### src/rtl/display_share_if.sv
// Display-sharing bus: three requesters (err, res, opd) and the registered
// grant/display outputs of display_share_ctrl.
interface display_share_if;
  logic        req_err;
  logic [15:0] data_err;
  logic        req_res;
  logic [15:0] data_res;
  logic        req_opd;
  logic [15:0] data_opd;
  logic        gnt_err;
  logic        gnt_res;
  logic        gnt_opd;
  logic [15:0] disp_num;
  logic [1:0]  disp_src;
  logic        disp_blank;

  // requester side
  modport master (
    output req_err, data_err, req_res, data_res, req_opd, data_opd,
    input  gnt_err, gnt_res, gnt_opd, disp_num, disp_src, disp_blank
  );

  // arbiter side
  modport slave (
    input  req_err, data_err, req_res, data_res, req_opd, data_opd,
    output gnt_err, gnt_res, gnt_opd, disp_num, disp_src, disp_blank
  );
endinterface

### src/rtl/display_share_ctrl.sv
// Arbitrates one 4-digit seven-segment display among error, result and
// operand-entry sources (fixed priority err > res > opd) with a minimum hold
// time and an IDLE -> OWN -> LINGER -> IDLE lifecycle.
// Optional feature macro: DISPLAY_SHARE_BLINK_EN (blinks the display while
// the error source owns it).
module display_share_ctrl #(
  parameter int HOLD_CYCLES  = 50000000,
  parameter int CNT_W        = 26,
  parameter int BLINK_CYCLES = 12500000
) (
  input logic             clk,
  input logic             clr,
  display_share_if.slave  bus
);
  typedef enum logic [1:0] {IDLE, OWN, LINGER} state_t;

  state_t            state, state_nx;
  logic [2:0]        gnt_q, gnt_nx;
  logic [15:0]       num_q, num_nx;
  logic [1:0]        src_q, src_nx;
  logic              blank_q, blank_nx;
  logic [CNT_W-1:0]  cnt_q, cnt_nx;

  logic [3:0]        pend;
  logic [3:0][15:0]  data;
  logic [1:0]        hp;
  logic              any_req, hold_done, grant;

  // index 3 is the "no source" slot so src/hp can index directly
  assign pend = {1'b0, bus.req_opd, bus.req_res, bus.req_err};
  assign data = {16'h0000, bus.data_opd, bus.data_res, bus.data_err};
  assign hold_done = (cnt_q == CNT_W'(HOLD_CYCLES - 1));

  // highest-priority pending requester, 3 when none
  always_comb begin
    hp = 2'd3;
    if (bus.req_opd) hp = 2'd2;
    if (bus.req_res) hp = 2'd1;
    if (bus.req_err) hp = 2'd0;
  end
  assign any_req = (hp != 2'd3);

`ifdef DISPLAY_SHARE_BLINK_EN
  localparam int BW = $clog2(BLINK_CYCLES + 1);
  logic [BW-1:0] bcnt_q, bcnt_nx;
`else
  // blink half-period has no effect without the blink feature
  wire unused_blink = (BLINK_CYCLES != 0);
`endif

  // next-state, grant and display selection
  always_comb begin
    state_nx = state;
    gnt_nx   = gnt_q;
    num_nx   = num_q;
    src_nx   = src_q;
    blank_nx = blank_q;
    cnt_nx   = cnt_q;
    grant    = 1'b0;
`ifdef DISPLAY_SHARE_BLINK_EN
    bcnt_nx  = bcnt_q;
`endif
    case (state)
      IDLE: begin
        if (any_req) grant = 1'b1;
      end
      OWN: begin
        cnt_nx = hold_done ? cnt_q : cnt_q + 1'b1;
        if (!pend[src_q]) begin
          if (any_req) grant = 1'b1;
          else begin
            // owner released: keep the last value up while the hold runs out
            state_nx = LINGER;
            gnt_nx   = 3'b000;
            blank_nx = 1'b0;
          end
        end else if (hp < src_q && hold_done) begin
          grant = 1'b1;
        end else begin
          num_nx = data[src_q];
`ifdef DISPLAY_SHARE_BLINK_EN
          if (src_q == 2'd0) begin
            if (bcnt_q == BW'(BLINK_CYCLES - 1)) begin
              bcnt_nx  = '0;
              blank_nx = ~blank_q;
            end else begin
              bcnt_nx = bcnt_q + 1'b1;
            end
          end
`endif
        end
      end
      LINGER: begin
        cnt_nx = hold_done ? cnt_q : cnt_q + 1'b1;
        if (any_req) grant = 1'b1;
        else if (hold_done) begin
          state_nx = IDLE;
          num_nx   = 16'h0000;
          src_nx   = 2'd3;
          blank_nx = 1'b1;
          cnt_nx   = '0;
        end
      end
      default: state_nx = IDLE;
    endcase
    if (grant) begin
      state_nx = OWN;
      gnt_nx   = 3'b001 << hp;
      num_nx   = data[hp];
      src_nx   = hp;
      blank_nx = 1'b0;
      cnt_nx   = '0;
`ifdef DISPLAY_SHARE_BLINK_EN
      bcnt_nx  = '0;
`endif
    end
  end

  // state and output registers
  always_ff @(posedge clk or posedge clr) begin
    if (clr) begin
      state   <= IDLE;
      gnt_q   <= 3'b000;
      num_q   <= 16'h0000;
      src_q   <= 2'd3;
      blank_q <= 1'b1;
      cnt_q   <= '0;
    end else begin
      state   <= state_nx;
      gnt_q   <= gnt_nx;
      num_q   <= num_nx;
      src_q   <= src_nx;
      blank_q <= blank_nx;
      cnt_q   <= cnt_nx;
    end
  end

`ifdef DISPLAY_SHARE_BLINK_EN
  // blink phase counter, restarted on every grant
  always_ff @(posedge clk or posedge clr) begin
    if (clr) bcnt_q <= '0;
    else     bcnt_q <= bcnt_nx;
  end
`endif

  assign bus.gnt_err    = gnt_q[0];
  assign bus.gnt_res    = gnt_q[1];
  assign bus.gnt_opd    = gnt_q[2];
  assign bus.disp_num   = num_q;
  assign bus.disp_src   = src_q;
  assign bus.disp_blank = blank_q;
endmodule
### src/flat_wrapper.sv
// flat-port wrapper written by rule: the top's interface ports become plain ports
module display_share_ctrl_flat 
#(
  parameter int HOLD_CYCLES  = 50000000,
  parameter int CNT_W        = 26,
  parameter int BLINK_CYCLES = 12500000
)
  (clk, clr, bus_req_err, bus_data_err, bus_req_res, bus_data_res, bus_req_opd, bus_data_opd, bus_gnt_err, bus_gnt_res, bus_gnt_opd, bus_disp_num, bus_disp_src, bus_disp_blank);
  display_share_if bus_i ();
  input logic clk;
  input logic clr;
  input wire logic [$bits(bus_i.req_err)-1:0] bus_req_err;
  input wire logic [$bits(bus_i.data_err)-1:0] bus_data_err;
  input wire logic [$bits(bus_i.req_res)-1:0] bus_req_res;
  input wire logic [$bits(bus_i.data_res)-1:0] bus_data_res;
  input wire logic [$bits(bus_i.req_opd)-1:0] bus_req_opd;
  input wire logic [$bits(bus_i.data_opd)-1:0] bus_data_opd;
  output wire logic [$bits(bus_i.gnt_err)-1:0] bus_gnt_err;
  output wire logic [$bits(bus_i.gnt_res)-1:0] bus_gnt_res;
  output wire logic [$bits(bus_i.gnt_opd)-1:0] bus_gnt_opd;
  output wire logic [$bits(bus_i.disp_num)-1:0] bus_disp_num;
  output wire logic [$bits(bus_i.disp_src)-1:0] bus_disp_src;
  output wire logic [$bits(bus_i.disp_blank)-1:0] bus_disp_blank;
  assign bus_i.req_err = bus_req_err;
  assign bus_i.data_err = bus_data_err;
  assign bus_i.req_res = bus_req_res;
  assign bus_i.data_res = bus_data_res;
  assign bus_i.req_opd = bus_req_opd;
  assign bus_i.data_opd = bus_data_opd;
  assign bus_gnt_err = bus_i.gnt_err;
  assign bus_gnt_res = bus_i.gnt_res;
  assign bus_gnt_opd = bus_i.gnt_opd;
  assign bus_disp_num = bus_i.disp_num;
  assign bus_disp_src = bus_i.disp_src;
  assign bus_disp_blank = bus_i.disp_blank;
  display_share_ctrl #(.HOLD_CYCLES(HOLD_CYCLES), .CNT_W(CNT_W), .BLINK_CYCLES(BLINK_CYCLES)) u_core (.clk(clk), .clr(clr), .bus(bus_i));
endmodule
### config.mk
export PLATFORM = sky130hd
export DESIGN_NAME = display_share_ctrl_flat
export DESIGN_NICKNAME = d
export VERILOG_FILES = /design/src/rtl/display_share_if.sv /design/src/rtl/display_share_ctrl.sv /design/src/flat_wrapper.sv
export SDC_FILE = /design/constraint.sdc
export NUM_CORES = 1
export LEC_CHECK = 0
export ABC_AREA = 1
export BUFFER_PORTS_ARGS = -buffer_cell sky130_fd_sc_hd__buf_2
export CAP_MARGIN = 0
export CELL_PAD_IN_SITES_DETAIL_PLACEMENT = 1
export CELL_PAD_IN_SITES_GLOBAL_PLACEMENT = 1
export CORE_UTILIZATION = 40
export DETAILED_ROUTE_END_ITERATION = 10
export PLACE_DENSITY_LB_ADDON = 0.1
export SLEW_MARGIN = 15
export SYNTH_ARGS = -nofsm -noshare
export SYNTH_HDL_FRONTEND = slang
export SYNTH_SLANG_ARGS = --single-unit
### constraint.sdc
create_clock -name clk -period 3.1 [get_ports clk]
set_input_delay 0.465 -clock clk [delete_from_list [all_inputs] [get_ports clk]]
set_output_delay 0.465 -clock clk [all_outputs]
set_load 0.01 [all_outputs]
### Word-level counts from Yosys, hierarchy flattened

Cells that the tools add are included.

* mux-type cells: 44
* bitwise operators: 0
* shifts and indexed selects: 1
* reductions and logical operators: 12
* multipliers: 0
* $add $sub $neg: 1
* equality and inequality tests: 13
* divide/modulo/power cells: 0
* order comparisons: 3

Operators with widths (number)
* $mux 16: 7
* $mux 26: 4
* $bmux 16 s2: 2
* $pmux 26 s2: 1
* $pmux 16 s2: 1
* $add 26x1->26 const B: 1
* $eq 26x26->1 const B: 1
* $mux 2: 11
* $reduce_and 5->1: 3
* $mux 3: 4
* $mux 1: 10
* $lt 2x3->1 const B: 2
* $ne 3x1->1 const B: 2
* $ne 3x2->1 const B: 2
* $ne 3x3->1 const B: 2
* $pmux 2 s3: 1
* $reduce_and 3->1: 2
* $reduce_bool 2->1: 3
* $ne 2x1->1 const B: 2
* $ne 2x2->1 const B: 2
* $pmux 1 s2: 2
* $reduce_bool 3->1: 1
* $shl 1x2->3 const A: 1
* $bmux 1 s2: 1
* other kinds (6): 6

* register bits after elaboration: 50
* RAM bits: 0
* output and inout bits: 22
* memories kept: 0
* bits in latches: 0
* memory bits (read-only): 0
* bits of input ports: 53

### Depth between registers and ports, before layout

* depth after elaboration: 10
* depth in mapped cells: 15
* depth with buffers taken out: 13

### Worst setup path before layout

OpenSTA, ideal clock, no wires.

* path kind: input-to-reg
* from: input bus_req_res
* to: register u_core.num_q[0] (netlist: u_core.bus.disp_num[0])
* path slack: 0.795 ns
* data required time: 2.982 ns
* buffers on the path: 2
* cell stages on the path: 12
* data arrival time: 2.186 ns
* cell sequence: nor2_4 > clkbuf_1 > ha_1 > a21oi_2 > nand3_4 > nand2_8 > nand2_8 > o21ai_4 > nand3_4 > buf_6 > nand2_1 > nand2_1

* word-level cells in the longest chain between the ends: 9
* elaborated cells on any way between the ends: 20

RTL lines
* start: declaration: line flat_wrapper.sv:14 `input wire logic [$bits(bus_i.req_res)-1:0] bus_req_res;`
* $mux 2: line display_share_ctrl.sv:38 `if (bus.req_res) hp = 2'd1;`
* $mux 2: line display_share_ctrl.sv:39 `if (bus.req_err) hp = 2'd0;`
* $lt 2x2->1: line display_share_ctrl.sv:77 `end else if (hp < src_q && hold_done) begin`
* $logic_and 1x1->1: line display_share_ctrl.sv:77
* $mux 1: line display_share_ctrl.sv:77
* $mux 1: line display_share_ctrl.sv:69 `if (!pend[src_q]) begin`
* $pmux 1 s2: line display_share_ctrl.sv:63 `case (state)`
* $ne 3x1->1 (no source line), or another cell as far along
* $reduce_and 5->1 (no source line)
* end signal: assignment: line display_share_ctrl.sv:131 `num_q <= num_nx;`
* end: declaration: line display_share_ctrl.sv:19 `logic [15:0] num_q, num_nx;`

Parallel ways exist; a longest one is shown, timed or not. The select of a mux whose other input is x is not followed.
A chain may end at the register's enable or synchronous reset.

### Worst setup path after layout

* from: register u_core.src_q[1] (netlist: u_core.bus.disp_src[1])
* to: register u_core.num_q[9] (netlist: u_core.bus.disp_num[9])

* word-level cells in the longest chain between the ends: 7
* elaborated cells on any way between the ends: 19

RTL lines
* start: declaration: line display_share_ctrl.sv:20 `logic [1:0] src_q, src_nx;`
* start signal: assignment: line display_share_ctrl.sv:132 `src_q <= src_nx;`
* $lt 2x2->1: line display_share_ctrl.sv:77
* $logic_and 1x1->1: line display_share_ctrl.sv:77
* $mux 1: line display_share_ctrl.sv:77
* $mux 1: line display_share_ctrl.sv:69
* $pmux 1 s2: line display_share_ctrl.sv:63
* $ne 3x1->1 (no source line), or another cell as far along
* $reduce_and 5->1 (no source line)

Parallel ways exist; a longest one is shown, timed or not. The select of a mux whose other input is x is not followed.

==> metrics.csv <==
metric;value;unit
via_per_inst;5.53;
start_util;41.5;%
routedWlPerCell;17.1;um
fin_util;46.5;%
h-tree-depth;2;
dieArea;11200;sq um
firstDrtPassIters;4;
crit_path_end_kind;flop;
dp.cells;856;
hpwl;11200;um
ioPinCount;75;
max-vdd-ir-drop;0.468;mV
clockRootBuffer;clkbuf_8;
synth-edff-count;0;
slew_viol_final;0;
synthFlopType;dfrtp_1;
critPathKind;flop to flop;
tns;0;ps
reg2reg_to;u_core.bus.disp_num[9];
worstPathMaxFanout;26;
startpoint_type;flop;
synth_commonest_cells;186 x nand2_1, 71 x nor2_1, 67 x inv_1;
core_area;10400;sq um
synth_fp_nets;727;
grt_usage;26.9;%
vias;4778;
synth.top_cells.by_area;dfrtp_1 27%, nand2_1 16%, nand3_1 7.5%;
rsz0062_at_grt;no;
grt_overflow;0;
period_share;88.6;%
clock_path_buffers;2;
ctsHoldBuffers;0;
cap_violations;0;
worst_ep_arrival_time;3000;ps
hold_viol;0;
place_area;4760;sq um
hold_path.class;input port to async pin;
synth_top_area_share;27.2;%
crit_end;u_core.bus.disp_num[9];
leakage;0.00237;uW
cts-resized-gates;0;
antenna_cells;0;
crit_start;u_core.bus.disp_src[1];
ys_seq_elements;50;
n_fill_cell;1446;
whs;189;ps
setup_viol;0;
max_freq;364;MHz
clkTransAtPathRegs;110;ps
slowest_stage;dfstp_2;
finalCriticalPeriod;2750;ps
syn_inst;667;
nets;787;
routabilityCongestion;0.896;
synth_top_cell_by_area;dfrtp_1;
yosysWarnings;0;
layout-drive-gt1-share;16.5;%
synthesis.area;4330;sq um
finalClockSkew;10.7;ps
grt_pass1_vias;4904;
synth.most_common_cell;nand2_1;
port_buffers;74;
drt_iter0_drc;212;
syn_area_per_cell;6.48;sq um
reg2reg_depth;10;
slowest_delay;690;ps
path_cells;inv_1 -> ha_1 -> a21oi_2 -> nand3_4 -> nand2_8 -> nand2_8 -> nand2_4 -> buf_4 -> nand4_1 -> nand2_1;
critPathRequiredTime;3360;ps
synth.distinct_cells;37;
path_common_cell;nand2_8;
worst_pin_slew;584;ps
drc;0;
cts_setup_buffers;0;
cts_buffers;5;
ant_nets;0;
p_per_area;811;nW/um^2
seq_area_frac_synth;29.0;%
die_h;106;um
grt_pass1_wl;24400;um
syn_to_final_growth;12.0;%
grt_start_max_net_pins;43;
rows;37;
ff2ff_setup_slack;350;ps
insertion_delay;320;ps
r2r-start;u_core.bus.disp_src[1];
async_reset_ff_share;100;%
fin_area;4840;sq um
fp.dieW;106;um
antenna_found_initial;0;
cts_tree;built;
cts_sinks;50;
wirelength;14800;um
finalNonFillerCells;864;
status;finished clean;
relSlewSlack;61.0;%
-- worst min path at each step --
stage | endpoint | slack [ps] | cells after the start
5_1_grt | u_core.bus.disp_num[13] | 220 | 2
3_5_place_dp | u_core.bus.disp_num[4] | 470 | 2
3_3_place_gp | u_core.bus.disp_blank | 450 | 2
6_report | u_core.bus.disp_num[11] | 190 | 2
4_1_cts | u_core.bus.disp_num[11] | 210 | 2
2_1_floorplan | u_core.bus.disp_blank | 470 | 2
-- cell usage in the layout (no fill, tap or decap), drive strengths merged --
| cell | netlist | routed |
|---|---|---|
| a21o | 1 | 1 |
| a21oi | 27 | 27 |
| a22oi | 16 | 16 |
| a31oi | 12 | 12 |
| buf | 17 | 86 |
| clkbuf | 16 | 6 |
| clkinv | 3 | 5 |
| dfrtp | 47 | 47 |
| dfstp | 3 | 3 |
| ha | 7 | 7 |
| inv | 72 | 72 |
| nand2 | 191 | 191 |
| nand3 | 71 | 71 |
| nand4 | 27 | 27 |
| nor2 | 76 | 76 |
| nor3 | 11 | 11 |
| nor4 | 2 | 2 |
| o211ai | 3 | 3 |
| o21ai | 43 | 43 |
| o221ai | 8 | 8 |
| o31ai | 3 | 3 |
| xnor2 | 1 | 1 |
| xor2 | 10 | 10 |
-- sequential cells by signal, summed over array words and instances, names as in the netlist --
| name | cells |
|---|---|
| u_core.cnt_q | 26 |
| u_core.bus.disp_num | 16 |
| u_core.gnt_q | 3 |
| u_core.bus.disp_src | 2 |
| u_core.state | 2 |
| u_core.bus.disp_blank | 1 |
-- logic make-up after synthesis --
logic type | synth area share (%)
adders and majority gates | 2.02
AOI/OAI and AO/OA | 15.8
xor gates and xnor gates | 2.23
DFF | 29.0
buffers and inverters | 11.1
and+or+nand+nor | 39.9
-- critical path: cells and delay by family (launching register included) --
kind	cells	cell delay, ps
compound gates	1	220
fa+ha+maj	1	370
buf+inv	2	520
flops	1	690
simple gates	6	880
-- metrics by stage --
step	total power (uW)	setup WS, ps
global route	4280	185
CTS	3950	364
finish	3930	353
detailed placement	3540	371
global placement	3420	514
floorplan	2910	795
-- layer usage --
layer	vias to the layer above	wire length [um]	global-route usage, %
met1	2324	6720	33.8
met3	20	444	2.51
met5	-	0	0
met4	0	265	7.84
li1	2335	-	-
met2	99	7350	48.6
-- layout make-up --
cell class	count	area [sq um]	share of cell area, %
well taps	136	170	3.51
clock buffers	6	72.6	1.50
flip-flops and latches	50	1250	25.9
clock inverters	2	13.8	0.284
multi-input cells	509	2590	53.5
inverters	75	282	5.81
repair buffers	86	460	9.50
-- power by group --
| part | internal (uW) | switching, uW | leakage, uW | total, uW |
|---|---|---|---|---|
| clock | 160 | 242 | 0.0000452 | 403 |
| combinational | 782 | 1730 | 0.00166 | 2520 |
| sequential | 842 | 170 | 0.000657 | 1010 |
| total | 1780 | 2150 | 0.00237 | 3930 |
Note: power is estimated with default switching activity, not from simulation.
